--- config.mk ---
export PLATFORM = sky130hd
export DESIGN_NAME = ycconfig_bank
export DESIGN_NICKNAME = d
export VERILOG_FILES = /design/src/rtl/ycconfig_bank.sv
export SDC_FILE = /design/constraint.sdc
export NUM_CORES = 1
export LEC_CHECK = 0
export ABC_AREA = 1
export CAP_MARGIN = 20
export CORE_MARGIN = 4
export CORE_UTILIZATION = 45
export CTS_CLUSTER_SIZE = 10
export DETAILED_ROUTE_END_ITERATION = 10
export HOLD_SLACK_MARGIN = 0.05
export PLACE_DENSITY = 0.76
export SLEW_MARGIN = 10
export SYNTH_ARGS = -nofsm -noshare
export SYNTH_HDL_FRONTEND = slang
export SYNTH_SLANG_ARGS = --single-unit
--- constraint.sdc ---
create_clock -name confclk -period 2.2 [get_ports confclk]
set_clock_uncertainty 0.05 [all_clocks]
set_input_delay 0.22 -clock confclk [delete_from_list [all_inputs] [get_ports confclk]]
set_output_delay 0.22 -clock confclk [all_outputs]
set_load 0.005 [all_outputs]
--- src/rtl/ycconfig_bank.sv ---
// Yellow-cell configuration bank: a serial shadow chain with a committed active copy decoded into per-cell controls.
// Optional readback (shadow <= active, then shift out) is enabled by defining YCCONFIG_READBACK_EN.
module ycconfig_bank #(
  parameter int NCELLS     = 4,
  parameter bit AUTOCOMMIT = 1'b0
) (
  input  logic              confclk,
  input  logic              reset,
  input  logic              cbitvalid,
  input  logic              cbitin,
  input  logic              commit,
`ifdef YCCONFIG_READBACK_EN
  input  logic              rdload,
`endif
  output logic              cbitout,
  output logic              frame_done,
  output logic              midframe,
  output logic [NCELLS-1:0] empty,
  output logic [NCELLS-1:0] hblock,
  output logic [NCELLS-1:0] hbypass,
  output logic [NCELLS-1:0] hmatch0,
  output logic [NCELLS-1:0] hmatch1,
  output logic [NCELLS-1:0] vblock,
  output logic [NCELLS-1:0] vbypass,
  output logic [NCELLS-1:0] vmatch0,
  output logic [NCELLS-1:0] vmatch1
);

  localparam int NBITS = 3 * NCELLS;
  localparam int CW    = $clog2(NBITS + 1);

  logic [NBITS-1:0] sh;
  logic [NBITS-1:0] act;
  logic [NBITS-1:0] sh_shift;
  logic [CW-1:0]    cnt;
  logic             load_rd;
  logic             accept;
  logic             wrap;

`ifdef YCCONFIG_READBACK_EN
  assign load_rd = rdload;
`else
  assign load_rd = 1'b0;
`endif

  // A readback load claims the cycle, so no bit is accepted alongside it.
  assign accept   = cbitvalid && !load_rd;
  assign wrap     = accept && (cnt == CW'(NBITS - 1));
  assign sh_shift = {sh[NBITS-2:0], cbitin};

  // NOTE: every register here, including the wide shadow and active vectors, is
  // cleared by reset; they are flops, not a RAM, so clearing them costs nothing.
  always_ff @(posedge confclk) begin
    if (reset) begin
      sh         <= '0;
      act        <= '0;
      cnt        <= '0;
      frame_done <= 1'b0;
    end else begin
      frame_done <= wrap;

      if (load_rd) begin
        sh  <= act;
        cnt <= '0;
      end else if (accept) begin
        sh  <= sh_shift;
        cnt <= wrap ? '0 : cnt + 1'b1;
      end

      // Manual commit captures the pre-shift shadow; auto-commit wins and takes the completed frame.
      if (AUTOCOMMIT && wrap) begin
        act <= sh_shift;
      end else if (commit && !load_rd) begin
        act <= sh;
      end
    end
  end

  assign cbitout  = sh[NBITS-1];
  assign midframe = (cnt != '0);

  // Order: empty,hblock,hbypass,hmatch0,hmatch1,vblock,vbypass,vmatch0,vmatch1.
  function automatic logic [8:0] decode_cell(input logic [2:0] code);
    case (code)
      3'b000:  return 9'b110001000;
      3'b001:  return 9'b001000100;
      3'b010:  return 9'b001001000;
      3'b011:  return 9'b010000100;
      3'b100:  return 9'b000000101;
      3'b101:  return 9'b000000110;
      3'b110:  return 9'b001010000;
      default: return 9'b001100000;
    endcase
  endfunction

  // NOTE: all outputs get a default before the loop so no path can infer a latch.
  always_comb begin
    empty   = '0;
    hblock  = '0;
    hbypass = '0;
    hmatch0 = '0;
    hmatch1 = '0;
    vblock  = '0;
    vbypass = '0;
    vmatch0 = '0;
    vmatch1 = '0;
    for (int i = 0; i < NCELLS; i++) begin
      {empty[i], hblock[i], hbypass[i], hmatch0[i], hmatch1[i],
       vblock[i], vbypass[i], vmatch0[i], vmatch1[i]} = decode_cell(act[3*i +: 3]);
    end
  end

endmodule

==> results.json, run 1 <==
{
  "seq_area_um2": 580.6,
  "crit_arrival_ns": 1.64,
  "fill_cells": 243,
  "drt-total-wl_um": 2864,
  "hold_buffers": 0,
  "startpoint_type": "flip-flop",
  "final_net_count": 241,
  "synth_warnings": 0,
  "synth_seq_cells": 29,
  "leakage_nw": 0.7329,
  "worstMarginPinSlew_ns": 0.5933,
  "syn_area_mm2": 0.001313,
  "grt_overflow": 0,
  "stdcell_count": 266,
  "ant_nets": 0,
  "postCtsSetupBuffers": 0,
  "hold_viol": 0,
  "cap_violations": 0,
  "cts.htree.levels": 2,
  "hp-class": "in -> reg",
  "die_h_um": 62.01,
  "rsz0062_at_grt": "no",
  "port_buffers": 43,
  "place.gp.congestion": 0.7254,
  "multi_input_area_um2": 609.3,
  "synthDistinctLibCells": 21,
  "period_share_pct": 86.86,
  "syn2layout_area_growth_pct": 36.32,
  "wl_per_cell_um": 10.77,
  "grt_pass1_wl_um": 4733,
  "ir_drop_mv": 0.4837,
  "tns_ns": 0,
  "setup_violations": 0,
  "cts_sinks": 29,
  "cts_tree": "built",
  "finalWorstSetupSlack_ns": 0.2890,
  "cp.required_ns": 1.93,
  "dieArea_mm2": 0.003845,
  "cts_buffer_depth": 2,
  "endpoint_kind": "output port",
  "drive_above_1_share_pct": 4.681,
  "clkTransAtPathRegs_ns": 0.09,
  "synthCells": 190,
  "globalRouteMet3Util_pct": 4.339,
  "dr.pass1.iters": 4,
  "die_w_um": 62.01,
  "cts_resized": 0,
  "syn_area_per_cell_um2": 6.908,
  "insertion_delay_ns": 0.32,
  "boundaryPins": 44,
  "via_per_inst": 4.932,
  "via_count": 1312,
  "n_antenna_cell": 0,
  "dp.cells": 258,
  "busiest_layer": "met2",
  "max-slew-margin-rel_pct": 60.40,
  "pwr_density_cell_mw_per_mm2": 627.9,
  "dp_hpwl_um": 2207,
  "grt_max_degree": 28,
  "syn-num-nets": 197,
  "seq_area_frac_synth_pct": 44.23,
  "outcome": "finished clean",
  "fmaxAchievable_ghz": 0.5233,
  "maxSlewViolCount": 0,
  "root_buffer": "clkbuf_4",
  "row_count": 19,
  "cts_buffers": 5,
  "place_ws_ns": 0.5511,
  "grt_pass1_vias": 1113,
  "path_class": "reg -> out",
  "grtUsageMet1_pct": 19.37,
  "coreArea_mm2": 0.002781,
  "drtIter0Drc": 62,
  "worstPathMaxFanout": 5,
  "antenna_found_initial": 0,
  "start_util_pct": 47.19,
  "drc": 0,
  "grt_use_total_pct": 16.60,
  "period_minus_slack_ns": 1.911,
  "use_met2_pct": 27.96
}
## worst max-delay path, cell delays in order (launching register included)
cell and delay [ns]:
dfxtp_1 0.34, inv_1 0.14, nand2_1 0.09, nand2_1 0.07
nor2_1 0.05, a21oi_1 0.11, clkdlybuf4s50_1 0.52
## logic make-up (layout without fill, tap and decap cells)
| group | after synthesis | in the layout | share of synthesized area [%] |
|---|---|---|---|
| simple gates | 85 | 85 | 26.02 |
| compound gates | 46 | 46 | 17.83 |
| flops | 29 | 29 | 44.23 |
| buf+inv | 27 | 72 | 9.342 |
| fa+ha+maj | 2 | 2 | 1.906 |
| xor+xnor | 1 | 1 | 0.6674 |
## path summary, 6_finish.rpt
kind	to	start	slack, ns	cells past startpoint
worst min register to register	sh[8]	sh[7]	0.46	2
worst max register to register	cnt[1]	cnt[0]	1.04	4
worst max-delay path	hbypass[3]	act[10]	0.29	6
worst min-delay path	frame_done	reset	0.40	2
## area by class of cell
cell class | instances | area share (%)
Inverter | 21 | 4.406
Clock inverter | 2 | 0.5594
Tap cell | 31 | 2.168
Sequential cell | 29 | 32.45
Multi-Input combinational cell | 134 | 34.06
Timing Repair Buffer | 43 | 24.06
Clock buffer | 6 | 2.308
## power by group
group	switching [mW]	total (mW)	internal [mW]
Sequential	0.0279	0.584	0.556
Clock	0.173	0.294	0.121
Combinational	0.110	0.245	0.135
Total	0.311	1.12	0.813
## through the flow
| step | hold slack (ns) | power, mW | area (um^2) | utilization, % |
|---|---|---|---|---|
| final | 0.3979 | 1.124 | 1789 | 64.33 |
| after global routing | 0.4194 | 1.195 | 1789 | 64.33 |
| after CTS | 0.3894 | 1.138 | 1789 | 64.33 |
| after detailed placement | 0.4462 | 0.8430 | 1738 | 62.48 |
| after global placement | 0.4410 | 0.8338 | 1738 | 62.48 |
| after floorplan | 0.2424 | 0.7094 | 1313 | - |
## Yosys cell counts
cell type,count,share of area (%)
nand3_1,3,1.1
or2_4,1,0.67
nand2_1,17,4.9
buf_4,2,1.1
nor2_1,56,16
buf_2,2,0.76
buf_6,1,0.86
clkbuf_4,1,0.57
xor2_1,1,0.67
nor3_1,5,1.9
ha_1,2,1.9
and3_1,1,0.48
o21ai_1,1,0.38
a21oi_1,18,6.9
dfxtp_1,29,44
nand4_1,1,0.48
o21ai_0,26,9.9
nand2_2,1,0.48
inv_1,20,5.7
inv_2,1,0.29
a21oi_2,1,0.67
## cells in the final DEF, fill, tap and decap left out, types with 3 or more instances in the layout
cell / synthesis / routed
clkbuf_4: 1 / 5
clkdlybuf4s50_1: 0 / 43
nand2_1: 17 / 17
inv_1: 20 / 20
dfxtp_1: 29 / 29
o21ai_0: 26 / 26
a21oi_1: 18 / 18
nor3_1: 5 / 5
nor2_1: 56 / 56
nand3_1: 3 / 3
## layer usage
layer | vias to the layer above | part of all wire, %
met1 | 577 | 44
met5 | - | 0
li1 | 697 | -
met2 | 32 | 49
met4 | 0 | 2.1
met3 | 6 | 5.6
## state kept, by name, indices dropped and copies added, names as in the netlist
name	flops
act	12
sh	12
cnt	4
frame_done	1
Power figures use the tool's default switching activity.
==> inputs of run 2 (changes only) <==
--- a/config.mk
+++ b/config.mk
@@ -8,12 +8,12 @@
 export ABC_AREA = 1
 export CAP_MARGIN = 20
 export CORE_MARGIN = 4
-export CORE_UTILIZATION = 45
+export CORE_UTILIZATION = 48
 export CTS_CLUSTER_SIZE = 10
 export DETAILED_ROUTE_END_ITERATION = 10
 export HOLD_SLACK_MARGIN = 0.05
-export PLACE_DENSITY = 0.76
-export SLEW_MARGIN = 10
+export PLACE_DENSITY = 0.81
+export SLEW_MARGIN = 30
 export SYNTH_ARGS = -nofsm -noshare
 export SYNTH_HDL_FRONTEND = slang
 export SYNTH_SLANG_ARGS = --single-unit
==> results.json, run 2 (synthesized netlist as in run 1, its figures left out) <==
{
  "outcome": "finished clean",
  "fmaxAchievable_ghz": 0.5150,
  "n_antenna_cell": 0,
  "die_h_um": 60.29,
  "setup_violations": 0,
  "cts_buffer_depth": 2,
  "cts_tree": "built",
  "hold_buffers": 0,
  "syn2layout_area_growth_pct": 36.22,
  "pwr_density_cell_mw_per_mm2": 631.6,
  "die_w_um": 60.29,
  "insertion_delay_ns": 0.32,
  "worstMarginPinSlew_ns": 0.5957,
  "coreArea_mm2": 0.002545,
  "final_cell_mix": "56 x nor2_1, 43 x clkdlybuf4s50_1, 29 x dfxtp_1",
  "place.gp.congestion": 0.7930,
  "fill_cells": 230,
  "hold_viol": 0,
  "endpoint_kind": "output port",
  "via_count": 1348,
  "grt_pass1_vias": 1189,
  "postPlaceCellArea_mm2": 0.001737,
  "rsz0062_at_grt": "no",
  "row_count": 18,
  "grt_pass1_wl_um": 5078,
  "drive_above_1_share_pct": 4.681,
  "drc": 0,
  "r2r_start": "cnt[0]",
  "critPathLaunch": "act[10]",
  "max-slew-margin-rel_pct": 60.25,
  "drt-total-wl_um": 2929,
  "final_net_count": 241,
  "cts_buffers": 5,
  "dp_hpwl_um": 2219,
  "cap_violations": 0,
  "crit_arrival_ns": 1.67,
  "hp-class": "in -> reg",
  "port_buffers": 43,
  "drtIter0Drc": 63,
  "wl_per_cell_um": 11.05,
  "postCtsSetupBuffers": 0,
  "dieArea_mm2": 0.003635,
  "antenna_found_initial": 0,
  "cts_resized": 0,
  "rr_worst_depth": 4,
  "hold_depth": 2,
  "cts_sinks": 29,
  "period_share_pct": 88.26,
  "rr_endpoint": "cnt[1]",
  "cp.required_ns": 1.93,
  "grt_overflow": 0,
  "tns_ns": 0,
  "boundaryPins": 44,
  "regToRegSetupSlack_ns": 1.05,
  "grt_max_degree": 28,
  "final_area_mm2": 0.001788,
  "cts.htree.levels": 2,
  "worstPathMaxFanout": 5,
  "maxSlewViolCount": 0,
  "power_mw": 1.129,
  "root_buffer": "clkbuf_4",
  "endpoint": "hbypass[3]",
  "path_class": "reg -> out",
  "startpoint_type": "flip-flop",
  "ant_nets": 0,
  "ir_drop_mv": 0.5364,
  "utilization_pct": 70.26,
  "top_regs": "act x12, sh x12, cnt x4",
  "period_minus_slack_ns": 1.942,
  "grt_use_total_pct": 18.36,
  "clkTransAtPathRegs_ns": 0.09,
  "start_util_pct": 51.57,
  "dr.pass1.iters": 4,
  "leakage_nw": 0.7329,
  "via_per_inst": 5.087,
  "layout_commonest_cell": "nor2_1"
}
==> run 2: cell counts in the layout (fill, tap and decap cells not counted) <==
No cell type changed its count.
==> run 2: cell type report <==
cell class / instances / area, um^2 / share of cell area [%]
Multi-Input combinational cell: 134 / 609.3 / 34.08
Tap cell: 30 / 37.54 / 2.099
Timing Repair Buffer: 43 / 430.4 / 24.07
Clock inverter: 2 / 10.01 / 0.5598
Inverter: 21 / 78.83 / 4.409
Clock buffer: 6 / 41.29 / 2.309
Sequential cell: 29 / 580.6 / 32.47
==> run 2: where the power goes <==
group | internal, mW | leakage, nW | switching [mW]
sequential | 0.556 | 0.239 | 0.0286
clock | 0.121 | 0.0320 | 0.178
combinational | 0.135 | 0.462 | 0.110
total | 0.813 | 0.733 | 0.316
==> run 2: worst min-delay path by stage <==
stage	from	end	slack, ns
after floorplan	reset	frame_done	0.24
after global placement	sh[7]	sh[8]	0.44
after detailed placement	sh[6]	sh[7]	0.45
after CTS	reset	frame_done	0.39
after global routing	reset	frame_done	0.44
final	reset	frame_done	0.40
==> run 2: through the flow <==
stage | worst slack [ns] | instances | hold slack (ns)
after floorplan | 1.147 | 190 | 0.2424
after global placement | 0.6206 | 257 | 0.4428
after detailed placement | 0.5724 | 257 | 0.4462
after CTS | 0.2602 | 265 | 0.3899
after global routing | 0.1115 | 265 | 0.4352
final | 0.2584 | 265 | 0.3996
==> run 2: critical path, stage by stage (launching register included) <==
cell and delay [ns]:
dfxtp_1 0.34, inv_1 0.14, nand2_1 0.09, nand2_1 0.06, nor2_1 0.05, a21oi_1 0.13
clkdlybuf4s50_1 0.54
==> run 2: metal layers <==
| layer | vias up | track usage, % | share of wire [%] |
|---|---|---|---|
| met1 | 607 | 22.11 | 44 |
| met5 | - | 0 | 0 |
| met2 | 37 | 30.71 | 48 |
| met4 | 0 | 7.595 | 1.8 |
| met3 | 7 | 4.752 | 6.2 |
| li1 | 697 | - | - |
==> inputs of run 3 (changes only) <==
--- a/config.mk
+++ b/config.mk
@@ -7,7 +7,6 @@
 export LEC_CHECK = 0
 export ABC_AREA = 1
 export CAP_MARGIN = 20
-export CORE_MARGIN = 4
 export CORE_UTILIZATION = 48
 export CTS_CLUSTER_SIZE = 10
 export DETAILED_ROUTE_END_ITERATION = 10
==> results.json, run 3 (synthesized netlist as in run 1, its figures left out) <==
{
  "cts_sinks": 29,
  "top_regs": "act x12, sh x12, cnt x4",
  "fmaxAchievable_ghz": 0.5272,
  "seq_area_um2": 580.6,
  "dr.pass1.iters": 4,
  "dieArea_mm2": 0.002947,
  "setup_violations": 0,
  "boundaryPins": 44,
  "ant_nets": 0,
  "grt_pass1_vias": 1091,
  "drt-met1-wl_um": 1265,
  "pwr_density_cell_mw_per_mm2": 627.8,
  "via_count": 1335,
  "postPlaceCellArea_mm2": 0.001737,
  "worst_hold_path.endpoint": "frame_done",
  "cts_tree": "built",
  "cpMostUsedCell": "nand2_1",
  "endpoint_kind": "output port",
  "hold_viol": 0,
  "hp-start": "reset",
  "postCtsSetupBuffers": 0,
  "hp-class": "in -> reg",
  "hold_ws_ns": 0.4107,
  "critPathSlowestCell": "clkdlybuf4s50_1",
  "final_cell_mix": "56 x nor2_1, 43 x clkdlybuf4s50_1, 29 x dfxtp_1",
  "clkTransAtPathRegs_ns": 0.09,
  "place.gp.congestion": 0.7597,
  "rr_endpoint": "cnt[1]",
  "leakage_nw": 0.7275,
  "hold_depth": 2,
  "die_h_um": 54.29,
  "fill_cells": 219,
  "cts.htree.levels": 2,
  "drive_above_1_share_pct": 3.830,
  "crit_chain": "inv_1 -> nand2_1 -> nand2_1 -> nor2_1 -> a21oi_1 -> clkdlybuf4s50_1",
  "via_per_inst": 5.038,
  "startpoint_type": "flip-flop",
  "die_w_um": 54.29,
  "crit_arrival_ns": 1.63,
  "worstMarginPinSlew_ns": 0.6157,
  "dp_hpwl_um": 2186,
  "cts_resized": 0,
  "grt_max_degree": 28,
  "met2_length_um": 1443,
  "hold_buffers": 0,
  "grt_overflow": 0,
  "tns_ns": 0,
  "root_buffer": "clkbuf_4",
  "insertion_delay_ns": 0.31,
  "drt-total-wl_um": 2867,
  "layout_commonest_cell": "nor2_1",
  "dr_wl_met3_um": 115,
  "coreArea_mm2": 0.002522,
  "regToRegSetupSlack_ns": 1.07,
  "grt_pass1_wl_um": 4429,
  "wl_per_cell_um": 10.82,
  "rr_worst_depth": 4,
  "max-slew-margin-rel_pct": 58.91,
  "path_class": "reg -> out",
  "multi_input_area_um2": 609.3,
  "grt_use_total_pct": 20.71,
  "port_buffers": 43,
  "cap_violations": 0,
  "period_share_pct": 86.22,
  "final_area_mm2": 0.001785,
  "highest-signal-layer": "met4",
  "max_stage_delay_ns": 0.53,
  "period_minus_slack_ns": 1.897,
  "drc": 0,
  "drtIter0Drc": 29,
  "n_antenna_cell": 0,
  "rsz0062_at_grt": "no",
  "worstPathMaxFanout": 5,
  "final_net_count": 241,
  "cts_buffers": 5,
  "cts_buffer_depth": 2,
  "start_util_pct": 52.03,
  "maxSlewViolCount": 0,
  "power_mw": 1.121,
  "syn2layout_area_growth_pct": 36.03,
  "ir_drop_mv": 0.4334,
  "row_count": 18,
  "outcome": "finished clean",
  "r2r_start": "cnt[0]",
  "cp.required_ns": 1.93,
  "antenna_found_initial": 0
}
==> run 3: layout make-up <==
cell class                 count  area share (%)
clock buffer                   8           2.733
inverter                      21           4.415
multi-input combinational    134           34.13
timing repair buffer          43           24.11
tap                           30           2.102
sequential                    29           32.52
==> run 3: stage by stage <==
step           setup slack, ns  cells  utilization, %
6_report                0.3031    265           70.78
5_1_grt                 0.1577    265           70.78
4_1_cts                 0.2825    265           70.78
3_5_place_dp            0.5297    257           68.85
3_3_place_gp            0.6338    257           68.85
2_1_floorplan            1.147    190               -
==> run 3: worst max-delay path, delay by kind of cell (launching register included) <==
family / cells / cell delay, ns
flip-flops: 1 / 0.34
AND/OR/NAND/NOR: 3 / 0.20
AO/OA/AOI/OAI: 1 / 0.11
buffers and inverters: 2 / 0.67
==> run 3: how the worst max path moves through the flow <==
stage               startpoint          to  slack, ns  cells past startpoint
floorplan               act[6]  hbypass[2]       1.15                      3
global placement     cbitvalid      cnt[1]       0.63                      4
detailed placement   cbitvalid      cnt[1]       0.53                      4
CTS                     act[8]  vmatch0[2]       0.28                      3
global route            act[2]  hbypass[0]       0.16                      6
finish                 act[10]  hbypass[3]       0.30                      6
==> run 3: power by group <==
| group | internal [mW] | leakage, nW | switching, mW |
|---|---|---|---|
| Sequential | 0.556 | 0.239 | 0.0286 |
| Clock | 0.127 | 0.0265 | 0.164 |
| Combinational | 0.135 | 0.462 | 0.110 |
| Total | 0.818 | 0.727 | 0.302 |
==> run 3: routing by layer <==
metal | track usage [%] | vias up
li1 | - | 697
met3 | 4.167 | 6
met5 | 0 | -
met2 | 35.16 | 28
met4 | 8.974 | 0
met1 | 25.22 | 604
